--- src/rtl/can_pkg.sv ---
// Shared CAN definitions: CRC-15 polynomial, default stuff run length,
// de-stuffer FSM states and the bit-serial CRC-15 update.
package can_pkg;

  localparam logic [14:0] CAN_CRC15_POLY = 15'h4599;
  localparam int          CAN_STUFF_RUN  = 5;

  typedef enum logic [1:0] {
    DS_COUNT  = 2'd0,
    DS_EXPECT = 2'd1,
    DS_ERROR  = 2'd2
  } destuff_state_t;

  // One CRC-15 step: the feedback is the incoming bit XOR the current MSB.
  function automatic logic [14:0] crc15_step(input logic [14:0] crc_in, input logic bit_in);
    logic fb_s;
    fb_s = bit_in ^ crc_in[14];
    return {crc_in[13:0], 1'b0} ^ (fb_s ? CAN_CRC15_POLY : 15'h0000);
  endfunction

endpackage

--- src/rtl/can_crc15.sv ---
// Bit-serial CAN CRC-15 accumulator. A clr in the same cycle as bit_vld
// restarts from zero and folds that bit in as the first bit of the frame.
module can_crc15
  import can_pkg::*;
(
  input  logic        clk,
  input  logic        rst_n,
  input  logic        clr,
  input  logic        bit_vld,
  input  logic        bit_in,
  output logic [14:0] crc
);

  logic [14:0] crc_r;
  logic [14:0] crc_base_s;
  logic [14:0] crc_s;

  // Next remainder: optional restart, then optional one-bit update.
  always_comb begin
    crc_base_s = crc_r;
    crc_s      = crc_r;
    if (clr) begin
      crc_base_s = 15'h0000;
    end else begin
      crc_base_s = crc_r;
    end
    if (bit_vld) begin
      crc_s = crc15_step(crc_base_s, bit_in);
    end else begin
      crc_s = crc_base_s;
    end
  end

  // Remainder register.
  always_ff @(posedge clk or negedge rst_n) begin
    if (!rst_n) begin
      crc_r <= 15'h0000;
    end else begin
      crc_r <= crc_s;
    end
  end

  assign crc = crc_r;

endmodule

--- src/rtl/can_destuff.sv ---
// CAN receive bit de-stuffer with stuff-violation detection.
// Define CAN_DESTUFF_CRC_EN to add the CRC-15 accumulator and crc/crc_zero ports.
module can_destuff
  import can_pkg::*;
#(
  parameter int RUN = CAN_STUFF_RUN
) (
  input  logic        clk,
  input  logic        rst_n,
  input  logic        sample_vld,
  input  logic        sample_bit,
  input  logic        en,
  input  logic        clr,
  output logic        out_vld,
  output logic        out_bit,
  output logic        stuff_drop,
  output logic        stuff_err,
  output logic        err_flag
`ifdef CAN_DESTUFF_CRC_EN
  ,
  output logic [14:0] crc,
  output logic        crc_zero
`endif
);

  localparam int              CNT_W   = $clog2(RUN + 1);
  localparam logic [CNT_W-1:0] RUN_C  = CNT_W'(RUN);
  localparam logic [CNT_W-1:0] ONE_C  = CNT_W'(1);
  localparam logic [CNT_W-1:0] ZERO_C = CNT_W'(0);

  destuff_state_t   state_r, state_s, cur_state_s;
  logic [CNT_W-1:0] run_r, run_s, cur_run_s;
  logic             last_r, last_s, cur_last_s;
  logic             cur_err_s;
  logic             pass_s, drop_s, viol_s;

  logic             out_vld_r, out_bit_r, stuff_drop_r, stuff_err_r, err_flag_r;

  // clr overrides the frame state first, so a coincident sample is the new frame's first bit.
  always_comb begin
    cur_state_s = state_r;
    cur_run_s   = run_r;
    cur_last_s  = last_r;
    cur_err_s   = err_flag_r;
    if (clr) begin
      cur_state_s = DS_COUNT;
      cur_run_s   = ZERO_C;
      cur_last_s  = 1'b0;
      cur_err_s   = 1'b0;
    end else begin
      cur_state_s = state_r;
      cur_run_s   = run_r;
      cur_last_s  = last_r;
      cur_err_s   = err_flag_r;
    end
  end

  // Next-state and strobe decode for one incoming bus bit.
  always_comb begin
    state_s = cur_state_s;
    run_s   = cur_run_s;
    last_s  = cur_last_s;
    pass_s  = 1'b0;
    drop_s  = 1'b0;
    viol_s  = 1'b0;
    if (sample_vld) begin
      case (cur_state_s)
        DS_COUNT: begin
          pass_s = 1'b1;
          last_s = sample_bit;
          if (!en) begin
            run_s = ONE_C;
          end else if (sample_bit != cur_last_s) begin
            run_s = ONE_C;
          end else if (cur_run_s < RUN_C) begin
            run_s = cur_run_s + ONE_C;
          end else begin
            run_s = RUN_C;
          end
          if (en && (run_s == RUN_C)) begin
            state_s = DS_EXPECT;
          end else begin
            state_s = DS_COUNT;
          end
        end
        DS_EXPECT: begin
          if (!en) begin
            pass_s  = 1'b1;
            run_s   = ONE_C;
            last_s  = sample_bit;
            state_s = DS_COUNT;
          end else if (sample_bit != cur_last_s) begin
            // The stuff bit itself opens the next run.
            drop_s  = 1'b1;
            run_s   = ONE_C;
            last_s  = sample_bit;
            state_s = DS_COUNT;
          end else begin
            viol_s  = 1'b1;
            state_s = DS_ERROR;
          end
        end
        DS_ERROR: begin
          state_s = DS_ERROR;
        end
        default: begin
          state_s = DS_COUNT;
        end
      endcase
    end else begin
      state_s = cur_state_s;
    end
  end

  // FSM and run tracking registers.
  always_ff @(posedge clk or negedge rst_n) begin
    if (!rst_n) begin
      state_r <= DS_COUNT;
      run_r   <= ZERO_C;
      last_r  <= 1'b0;
    end else begin
      state_r <= state_s;
      run_r   <= run_s;
      last_r  <= last_s;
    end
  end

  // Registered output strobes and sticky error flag.
  always_ff @(posedge clk or negedge rst_n) begin
    if (!rst_n) begin
      out_vld_r    <= 1'b0;
      out_bit_r    <= 1'b0;
      stuff_drop_r <= 1'b0;
      stuff_err_r  <= 1'b0;
      err_flag_r   <= 1'b0;
    end else begin
      out_vld_r    <= pass_s;
      out_bit_r    <= pass_s ? sample_bit : out_bit_r;
      stuff_drop_r <= drop_s;
      stuff_err_r  <= viol_s;
      err_flag_r   <= cur_err_s | viol_s;
    end
  end

  assign out_vld    = out_vld_r;
  assign out_bit    = out_bit_r;
  assign stuff_drop = stuff_drop_r;
  assign stuff_err  = stuff_err_r;
  assign err_flag   = err_flag_r;

`ifdef CAN_DESTUFF_CRC_EN
  logic [14:0] crc_s;

  can_crc15 u_crc (
    .clk     (clk),
    .rst_n   (rst_n),
    .clr     (clr),
    .bit_vld (pass_s),
    .bit_in  (sample_bit),
    .crc     (crc_s)
  );

  assign crc      = crc_s;
  assign crc_zero = (crc_s == 15'h0000);
`endif

endmodule
--- config.mk ---
export PLATFORM = sky130hd
export DESIGN_NAME = can_destuff
export DESIGN_NICKNAME = d
export VERILOG_FILES = /design/src/rtl/can_pkg.sv /design/src/rtl/can_crc15.sv /design/src/rtl/can_destuff.sv
export SDC_FILE = /design/constraint.sdc
export NUM_CORES = 1
export LEC_CHECK = 0
export CAP_MARGIN = 10
export CORE_AREA = 2 2 39 41
export DETAILED_ROUTE_END_ITERATION = 7
export DIE_AREA = 0 0 41 43
export PLACE_DENSITY = 0.7
export SYNTH_ARGS = -nofsm -noshare
export SYNTH_HDL_FRONTEND = slang
export SYNTH_SLANG_ARGS = --single-unit
--- constraint.sdc ---
create_clock -name clk -period 3.5 [get_ports clk]
set_input_delay 0.525 -clock clk [delete_from_list [all_inputs] [get_ports clk]]
set_output_delay 0.525 -clock clk [all_outputs]
set_load 0.005 [all_outputs]
==> results, run 1 <==
- Summing the sequential cell areas from Yosys gives 46.12% of the chip area.
- The proportion of synthesized flip-flops having asynchronous set or reset is 100.0%.
- The overall global routing resource usage is 17.89%.
- In the post-synthesis netlist, the biggest area contributors are dfrtp_1, nor2_1, nand2_1.
- Ranked by instance count, the synthesized netlist is headed by dfrtp_1, nor2_1, nand2_1.
- The number of global-route vias before repair is 460.
- In this run the number of H-tree levels came out at 1.
- The top fanout value on the critical path is 12.
- The antenna cell count is 0.
- The max-capacitance violation count is 0.
- The leading area contributor after synthesis is dfrtp_1.
- The placer's final routability congestion estimate is 0.8913.
- The worst setup path is of the input pin to flip-flop kind.
- The worst setup path is launched from an input pin.
- The accumulated negative setup slack is 0 ns.
- The share of the synthesized area in compound gates (AO/OA/AOI/OAI) is 16.35%.
- The clock tree root buffer cell is clkbuf_4.
- The number of hold-slack violations in the final timing report is 0.
- Summed over all cells, the static leakage comes to 0.3043 nW.
- From synthesis to final layout, the design area changed by 22.85%.
- At the worst endpoint, the required time is 3.69 ns.
- Summing the areas of all and, or, nand and nor instances in the mapped netlist gives 24.11% of the synthesized area.
- The core region is 0.001384 mm2.
- For this run, the slowest stage of the critical path takes 0.63 ns.
- The arithmetic-cell share of the synthesized area counting full adders, half adders and majority gates is 2.096%.
- The prevailing post-synth register cell is dfrtp_1.
- The time the final worst path needs with I/O delays and setup is 1.959 ns.
- The post-synthesis cell type count is 28.
- The layout cell share with drive strength beyond 1 is 9.589%.
- In the synthesized netlist, the number of instances is 61.
- The overall via count from detail_route is 494.
- The number of cells upsized or downsized after cts is 0.
- The vertical extent of the die is 43 um.
- For this design, the CTS-stage hold fixing added 0 buffers.
- Measured against its own limit, the worst slew margin works out to 66.98%.
- The critical path capture point type is a flip-flop.
- The CTS buffer count is 3.
- For this design the ratio of total power to cell area is 352.4 mW/mm2.
- The tree built by TritonCTS fans out to 11 sinks.
- The clock latency of the later-clocked register in the worst-skew pair is 0.27 ns.
- The first global-routing pass estimated 2.083 mm of wire.
- The family of cells with the greatest summed delay on the critical path is buffers and inverters.
- The measured slew at the worst slew-check pin is 0.4938 ns.
- The number of max-slew violations in the final report was 0.
- The floorplan has 14 rows.
- For this run, the number of Yosys warnings is 0.
- The remaining number of nets flagged by the antenna check after routing is 0.
- The average cell area after synthesis is 9.784 um2.
- The share of Yosys cell area claimed by the top area cell type is 46.12%.
- After synthesis, the share of cell area in mux cells is 3.564%.
- The number of nets handed over by synthesis was 68.
- Once layout is complete, the cells apart from fillers number 89.
- Among all cell types in the netlist, the one instantiated most often is dfrtp_1.
- The initial core utilization is 43.13%.
- Buffers added to address setup during post-CTS repair amount to 0.
- The die covers 0.001763 mm2.
- For this run, global-route usage on met2 was measured as 29.06%.
- TritonCTS built the clock tree.
- Counting flops with a built-in enable in the synthesized netlist gives 0.
- Setup violations remaining at the end of the flow were counted as 0.
- The fmax is 0.5106 GHz.
- The final period utilization is 55.96%.
- In the routed design, unresolved DRC markers number 0.
- The maximum vdd ir drop is 0.2242 mV.
- Entering global routing, the biggest net connects 13 pins.
- The first-pass iteration count of the detailed router is 4.
- Hold is met by 0.4914 ns.
- The slowest cell on the critical path is clkdlybuf4s50_1.
- The instance count after placement with tap cells included is 85.
- The detailed router finished its first iteration with 12 violations.
- After detailed placement, the total cell area comes to 706.9 um2.
- The critical path data arrival time is 2.15 ns.
- In the global route stage, met3 resource usage came out at 3.141%.
- The main combinational cell family by area after synthesis is simple AND/OR/NAND/NOR gates.
- The post-layout net count is 81.
- The path class of the tightest hold or removal check is flip-flop to flip-flop.
- Setup repair after global routing left no endpoint under its margin.
- Counting both buffers and inverters, the worst setup path holds a total of 1.
- The clock transition at the registers of the reported paths is 0.07 ns.
- The critical path goes through clkdlybuf4s50_1 > nor2b_1 > ha_1 > mux2i_1 > nand4_1 > o22ai_1.
- Summed over all layers, the global routing overflow is 0.
- The flow ran to the end, and the final reports show no timing, DRC or antenna violations.
- The number of register bits inferred by synthesis is 11.
- The x dimension of the die is 41 um.
- Between clock sinks in the finished design, the worst skew comes to 0.008606 ns.
- The via-per-instance ratio is 5.551.
- For this run, global-route usage on met1 was measured as 21.74%.
- The mapped cell area is 596.8 um2.
- Pin placement for this block handled 11 I/O pins.
- The final wirelength is 1.243 mm.
- The number of filler instances in the final layout is 125.
- Dividing the detail-routed wire length by the instance count gives 13.97 um.
- The synthesized-area fraction occupied by xor and xnor cells is 4.193%.
- The initial antenna violation count came to 0.
- met2 is the most crowded layer.
- The HPWL reported at the end of detailed placement is 947.7 um.
- The port buffer count is 10.
- The clock tree buffer depth is 2.
- The area of all placed cells without fillers is 733.2 um2.
## layout make-up
| class | count | area, um2 | area share [%] |
|---|---|---|---|
| Timing Repair Buffer | 10 | 100.1 | 13.65 |
| Inverter | 3 | 11.26 | 1.536 |
| Sequential cell | 11 | 275.3 | 37.54 |
| Tap cell | 16 | 20.02 | 2.730 |
| Multi-Input combinational cell | 45 | 300.3 | 40.96 |
| Clock buffer | 4 | 26.28 | 3.584 |
## metrics by stage
| step | utilization, % | setup WS, ns | total power [W] |
|---|---|---|---|
| 3_3_place_gp | 51.09 | 1.359 | 0.0001732 |
| 2_1_floorplan | - | 1.990 | 0.0001560 |
| 3_5_place_dp | 51.09 | 1.271 | 0.0001734 |
| 6_report | 52.98 | 1.541 | 0.0002584 |
| 4_1_cts | 52.98 | 1.543 | 0.0002597 |
| 5_1_grt | 52.98 | 1.384 | 0.0002689 |
## kinds of logic (layout without fill, tap and decap cells)
family	count (synthesis)	in the layout
buf+inv	5	17
simple gates	25	25
xor+xnor	2	2
fa+ha+maj	1	1
mux	2	2
compound gates	15	15
flops	11	11
## sequential cells by signal, summed over array words and instances (netlist names)
signal / cells
run_r: 3
state_r: 2
err_flag: 1
last_r: 1
out_bit: 1
out_vld: 1
stuff_drop: 1
stuff_err: 1
## power breakdown
group	internal (W)	total, W	switching [W]
logic	0.0000172	0.0000370	0.0000198
registers	0.000131	0.000134	0.00000286
clock network	0.0000442	0.0000875	0.0000433
total	0.000192	0.000258	0.0000659
## metal layers
layer	wire, um	part of all wire, %	up-vias
li1	-	-	246
met1	560	45	229
met2	604	49	14
met3	45	3.6	5
met4	32	2.6	0
met5	0	0	-
## placed cells by master (no fill, tap or decap), drive strengths merged
| master | count |
|---|---|
| and3 | 1 |
| clkbuf | 4 |
| nand2 | 6 |
| nor4b | 1 |
| nor2 | 7 |
| xnor2 | 2 |
| nor2b | 2 |
| o21a | 2 |
| mux2i | 1 |
| a41oi | 1 |
| dfrtp | 11 |
| o22ai | 1 |
| nand3 | 3 |
| nand4 | 1 |
| nand2b | 3 |
| o32ai | 2 |
| nand4b | 1 |
| ha | 1 |
| a211o | 1 |
| a31oi | 1 |
| a21oi | 2 |
| o21ai | 5 |
| inv | 3 |
| clkdlybuf4s50 | 10 |
| mux2 | 1 |
## worst paths after layout
kind	startpoint	endpoint	slack [ns]	depth (start not counted)
max	clr	state_r[0]	1.54	6
min	out_bit	out_bit	0.49	1
max reg2reg	state_r[1]	err_flag	2.09	4
min reg2reg	out_bit	out_bit	0.49	1
max in group asynchronous	rst_n	run_r[2]	2.58	1
min in group asynchronous	rst_n	out_bit	0.58	1
Note: power is estimated with default switching activity, not from simulation.
==> run 2, diff against run 1 <==
==> constraint.sdc (replaced) <==
create_clock -name clk -period 1.85 [get_ports clk]
set_input_delay 0.2775 -clock clk [delete_from_list [all_inputs] [get_ports clk]]
set_output_delay 0.2775 -clock clk [all_outputs]
set_load 0.005 [all_outputs]
==> run 2 against run 1 <==
Effect of this change:
- non-clock buffer count up 4
- die area unchanged
- critical endpoint is now err_flag
- first-iteration DRC count unchanged
- clock power up 92%
- cell area up 4.1%
- clock skew down 0.0067 ns
- critical path depth down 1
==> results, run 2 (synthesis results as in run 1) <==
- The DRC violation total after the first TritonRoute iteration is 12.
- The later pin in the worst-skew pair is clocked with a latency of 0.27 ns.
- The family of cells with the greatest summed delay on the critical path is simple AND/OR/NAND/NOR gates.
- The clock tree root buffer cell is clkbuf_4.
- Setup slack closes at 0.3945 ns.
- The sum of buffers and inverters on the critical path is 1.
- The count of hold-fix buffers inserted at cts is 0.
- In this run the critical register-to-register path is launched from state_r[1].
- The worst path required time is 2.01 ns.
- After detailed routing, the average wire length per cell comes to 14.15 um.
- In the final layout, the share of cells above drive strength 1 is 14.29%.
- The via-per-instance ratio is 5.581.
- The clock transition at the registers of the reported paths is 0.07 ns.
- After layout, the minimum clock period comes to 1.455 ns.
- The total overflow left after global routing is 0.
- The x dimension of the die is 41 um.
- The number of gates resized after CTS was 0.
- For this run, the number of standard cells in the final layout without fillers is 93.
- The remaining number of nets flagged by the antenna check after routing is 0.
- The HPWL reported at the end of detailed placement is 1.022 mm.
- After detailed routing, the number of remaining DRC violations is 0.
- In the final layout, the registers with the most flip-flops are run_r (3), state_r (2).
- The core footprint is 0.001384 mm2.
- Counting flops per register, the top entry is run_r.
- Global routing used 17.91% of the available tracks.
- The run finished with clean final reports.
- The worst setup path is captured at a flip-flop.
- The number of flip-flops under the largest register name is 3.
- The register cell area after layout is 275.3 um2.
- The port buffer count is 10.
- For the final database, setup skew stands at 0.001898 ns.
- In the final design database the tool counted 85 nets.
- The accumulated negative setup slack is 0 ns.
- Once the floorplan was initialized, standard cells occupied 43.13% of the core.
- The total number of H-tree levels is 1.
- The antenna cell count is 0.
- The number of max-slew violations in the final report is 0.
- Headroom to the max-slew limit came out at 67.63%.
- The critical path class is input pin to flip-flop.
- The maximum vdd ir drop is 0.4522 mV.
- The CTS buffer count is 3.
- The number of global-route vias before repair came to 449.
- Row generation in the floorplan step produced 14 rows.
- Walking the worst path, the cells encountered are clkdlybuf4s50_1 > nand2b_1 > nor2_1 > nand2_1 > o32ai_1.
- The number of clock sinks is 11.
- The floorplan step defined a die boundary enclosing 0.001763 mm2.
- Along the worst path, the maximum fanout reaches 5.
- Max-cap violations in this run came to 0.
- Setup repair after global routing left no endpoint under its margin.
- Cells fill 55.15% of the core in the end.
- Counting the fill cells in the layout gives 142.
- The library cells used most frequently in the layout, excluding fill and tap cells, are dfrtp_1, clkdlybuf4s50_1, nor2_1, nand2_1, buf_4.
- The power per unit of standard cell area is 653.2 mW/mm2.
- The number of hold-slack violations in the final timing report is 0.
- For this run, the detailed router's first-pass iteration total came to 4.
- After layout, the worst path uses 78.67% of the clock period.
- The sort of element at the start of the critical path is an input pin.
- The fmax is 0.6871 GHz.
- Prior to clock tree synthesis, the placed netlist has a worst setup slack of 0.1278 ns.
- The count of pins on the block boundary is 11.
- The first global-routing pass estimated 2.042 mm of wire.
- The final setup violation count is 0.
- The placer's final routability congestion estimate is 0.8015.
- In this run the post-CTS setup repair buffer count came out at 0.
- From synthesis to final layout, the design area changed by 27.88%.
- The multi-input combinational cells in the finished layout cover a total of 300.3 um2.
- At the worst endpoint, the arrival time is 1.62 ns.
- The initial antenna violation count is 0.
- For the pin with the worst max-slew slack, the measured transition is 0.4840 ns.
- The maximum number of pins on one net before global-route repair is 12.
- The class of the tightest hold or removal check is input pin to async pin.
- In this design, the stage delay of the slowest critical-path cell is 0.48 ns.
- Summed over all layers, the routed wires come to 1.316 mm.
- The slowest cell on the critical path is clkdlybuf4s50_1.
- The instance count after placement with tap cells included is 89.
- The clock tree buffer depth is 2.
- The CTS tree is done.
- The worst hold margin is 0.3294 ns.
- Measured along the y axis, the die boundary spans 43 um.
- The startpoint of the most critical setup path is clr.
- The static leakage is 0.3238 nW.
- The most common cell after layout, fill and taps aside is dfrtp_1.
- The routed layout has 519 vias.
-- run 2: changes by cell type in the layout (fill, tap and decap cells not counted) --
cell	before	now
buf_4	0	4
-- run 2: final timing paths --
path,slack [ns],cells past startpoint,endpoint
max,0.39,5,err_flag
min,0.33,1,state_r[1]
max reg2reg,0.48,4,err_flag
min reg2reg,0.49,1,out_bit
max in group asynchronous,1.19,1,run_r[1]
min in group clk,0.49,1,out_bit
-- run 2: worst register-to-register path, cell delays in order (launching register included) --
cell and delay, ns:
dfrtp_1 0.44, nand2b_1 0.23, nor2_1 0.22, nand2_1 0.11, o32ai_1 0.27
-- run 2: cell type report --
type                            count  share of cell area, %
Inverter                            3                  1.475
Timing Repair Buffer               14                  17.05
Tap cell                           16                  2.623
Clock buffer                        4                  3.443
Multi-Input combinational cell     45                  39.34
Sequential cell                    11                  36.07
-- run 2: stage by stage --
stage          cell area (um2)  total power (W)
6_report                 763.2        0.0004985
5_1_grt                  763.2        0.0005249
4_1_cts                  763.2        0.0005074
3_5_place_dp             737.0        0.0003357
3_3_place_gp             737.0        0.0003345
2_1_floorplan            596.8        0.0002952
-- run 2: power by group --
| group | internal [W] | switching (W) |
|---|---|---|
| clock network | 0.0000837 | 0.0000839 |
| registers | 0.000248 | 0.00000535 |
| logic | 0.0000387 | 0.0000391 |
| total | 0.000370 | 0.000128 |
-- run 2: routing by layer --
layer	global-route usage, %	part of all wire (%)	vias to the layer above
li1	-	-	250
met1	23.10	45	254
met2	25.94	50	13
met3	6.283	4.4	2
met4	8.000	1.3	0
met5	0	0	-
==> run 3, diff against run 2 <==
==> constraint.sdc (replaced) <==
create_clock -name clk -period 1.38 [get_ports clk]
set_input_delay 0.207 -clock clk [delete_from_list [all_inputs] [get_ports clk]]
set_output_delay 0.207 -clock clk [all_outputs]
set_load 0.005 [all_outputs]
==> run 3 against run 2 <==
Effect of this change:
- hold slack got worse by 0.074 ns
- cell count up 12%
- sequential cell count did not move
- sequential power is 34% higher
- via count increased by 7.7%
- clock-buffer cell count is the same
- critical path type is now flip-flop to output pin
- critical endpoint is now err_flag
==> results, run 3 (synthesis results as in run 1) <==
- The run finished with clean final reports.
- The core footprint is 0.001384 mm2.
- The clock transition at the registers of the reported paths is 0.07 ns.
- On the final layout, the worst hold slack is 0.2555 ns.
- The vertical extent of the die is 43 um.
- The final period utilization is 98.78%.
- The cell sitting at the root of the clock tree is a clkbuf_4.
- Once detail routing completed, the nets flagged for antenna violations numbered 0.
- The number of clock sinks is 11.
- The largest registers in the layout are run_r (3), state_r (2).
- Traced cell by cell, the critical path runs through clkdlybuf4s50_1.
- In the final routed layout, each cell accounts on average for 14.94 um.
- The worst path required time is 1.17 ns.
- The relative slew slack is 66.96%.
- The number of global-route vias before repair was 563.
- Relative to the synthesized area, the layout overhead comes to 48.01%.
- The sequential group share of total power is 48.0%.
- Summed over all nets, the switching power comes to 0.0001896 W.
- In this design, the largest share of critical-path delay is due to buffers and inverters.
- The top fanout value on the critical path is 2.
- The design internal power is 0.0005189 W.
- The final layout contains 96 nets.
- Ranked by flip-flop count, first place goes to run_r.
- The total cell area at the placement stage is 819.5 um2.
- The share of total power dissipated in combinational logic is 19.6%.
- Setup violations remaining at the end of the flow were counted as 0.
- The worst setup skew after layout is 0.004382 ns.
- Across the run, the number of max-cap violations was 0.
- The HPWL reported at the end of detailed placement is 1.190 mm.
- At the pin with the least slew margin, the transition time is 0.4941 ns.
- The initial utilization of the core area, before any placement, comes to 43.13%.
- Net switching is 26.76% of the power.
- From left edge to right edge, the die measures 41 um.
- Before antenna repair, the detailed router went through 4 iterations.
- Measured on the finished design, the core utilization comes to 63.83%.
- The area of all placed cells without fillers is 883.3 um2.
- The top cell types in the final layout, fill and taps aside, are buf_4, dfrtp_1, clkdlybuf4s50_1, nor2_1, nand2_1.
- The clock latency of the later-clocked register in the worst-skew pair is 0.28 ns.
- The DRC violation total after the first TritonRoute iteration is 7.
- The number of filler instances in the final layout is 120.
- Per report_power, the clock group accounts for 32.4% of the total.
- STA classifies the critical path startpoint as a flip-flop.
- The final wirelength is 1.554 mm.
- The critical path class is flip-flop to output pin.
- The power per unit of standard cell area is 802.0 mW/mm2.
- The count of pins on the block boundary is 11.
- The floorplan step defined a die boundary enclosing 0.001763 mm2.
- Derived from the worst setup path, the maximum achievable clock frequency is 0.7336 GHz.
- The number of remaining DRC errors is 0.
- The largest stage delay on the critical path is 0.52 ns.
- The overall via count from detail_route is 559.
- Setup repair after global routing could not meet its margin everywhere.
- The initial antenna violation count is 0.
- After layout, the minimum clock period comes to 1.363 ns.
- The number of max-slew violations in the final report came to 0.
- The clock passes through at most 2 buffers.
- TritonCTS built the clock tree.
- The critical path data arrival time is 1.16 ns.
- The maximum vdd ir drop is 0.5398 mV.
- The register with the most flip-flops in the layout has 3 of them.
- The placer's final routability congestion estimate is 0.7740.
- Input and output buffers added on the ports amount to 10.
- The slowest cell on the critical path is clkdlybuf4s50_1.
- Entering global routing, the biggest net connects 12 pins.
- The overall global routing resource usage is 20.65%.
- The total overflow reported by the global router is 0.
- Post-CTS timing repair inserted 0 buffers for setup.
- The total number of H-tree levels is 1.
- The first global-routing pass estimated 2.449 mm of wire.
- Dividing the detail-routed via count by the number of cells gives 5.375.
- Together, buffers and inverters on the worst path number 1.
- After clock tree synthesis, the flow added hold-fix buffers numbering 0.
- Buffers inserted during clock tree synthesis total 3.
- In this run the worst hold path is classified as input pin to async pin.
- The number of hold-slack violations in the final timing report came to 0.
- 0 antenna diodes ended up in the layout.
- The most common cell after layout, fill and taps aside is buf_4.
- Summed over all cells, the static leakage comes to 0.3878 nW.
- The worst setup path is captured at an output pin.
- Cells with a size suffix above 1 make up 30.68% of the layout.
- The floorplan has 14 rows.
-- run 3: area by class of cell --
class / count / area, um2 / area share [%]
clock buffers: 4 / 26.28 / 2.975
multi-input cells: 45 / 337.8 / 38.24
well taps: 16 / 20.02 / 2.266
flip-flops and latches: 11 / 275.3 / 31.16
repair buffers: 25 / 212.7 / 24.08
inverters: 3 / 11.26 / 1.275
-- run 3: path summary, 6_finish.rpt --
check / from / end / slack [ns] / cells after the start
setup / recovery: err_flag / err_flag / 0.02 / 1
hold / removal: rst_n / out_bit / 0.26 / 1
setup reg to reg: run_r[0] / state_r[0] / 0.06 / 5
hold reg to reg: out_bit / out_bit / 0.49 / 1
max in group asynchronous: rst_n / stuff_err / 0.79 / 1
min in group clk: out_bit / out_bit / 0.49 / 1
-- run 3: power by group through the flow --
stage / logic [W] / clock network [W] / registers (W)
6_report: 0.000139 / 0.000229 / 0.000340
5_1_grt: 0.000149 / 0.000236 / 0.000342
4_1_cts: 0.000130 / 0.000230 / 0.000339
3_5_place_dp: 0.000125 / 0 / 0.000346
3_3_place_gp: 0.000121 / 0 / 0.000346
2_1_floorplan: 0.0000506 / 0 / 0.000345
-- run 3: stage by stage --
step / setup TNS, ns / total power, W / instances / worst slack [ns]
4_1_cts: 0 / 0.0006994 / 104 / 0.002683
2_1_floorplan: 0 / 0.0003958 / 61 / 0.1747
5_1_grt: -0.06958 / 0.0007272 / 104 / -0.03452
6_report: 0 / 0.0007084 / 104 / 0.01688
3_5_place_dp: -1.902 / 0.0004704 / 100 / -0.3033
3_3_place_gp: -1.500 / 0.0004669 / 100 / -0.1989
-- run 3: per-layer routing --
layer	track usage [%]	share of wire (%)
met5	0	0
met4	8.000	2.1
met2	33.75	56
met1	25.84	40
met3	3.141	2.8
-- run 3: what timing repair did --
action | 4_1_cts | 5_1_grt
resized for setup | 1 | 5
cloned | 0 | 0
endpoints found under the hold margin | 0 | 0
setup endpoints to repair | 1 | 3
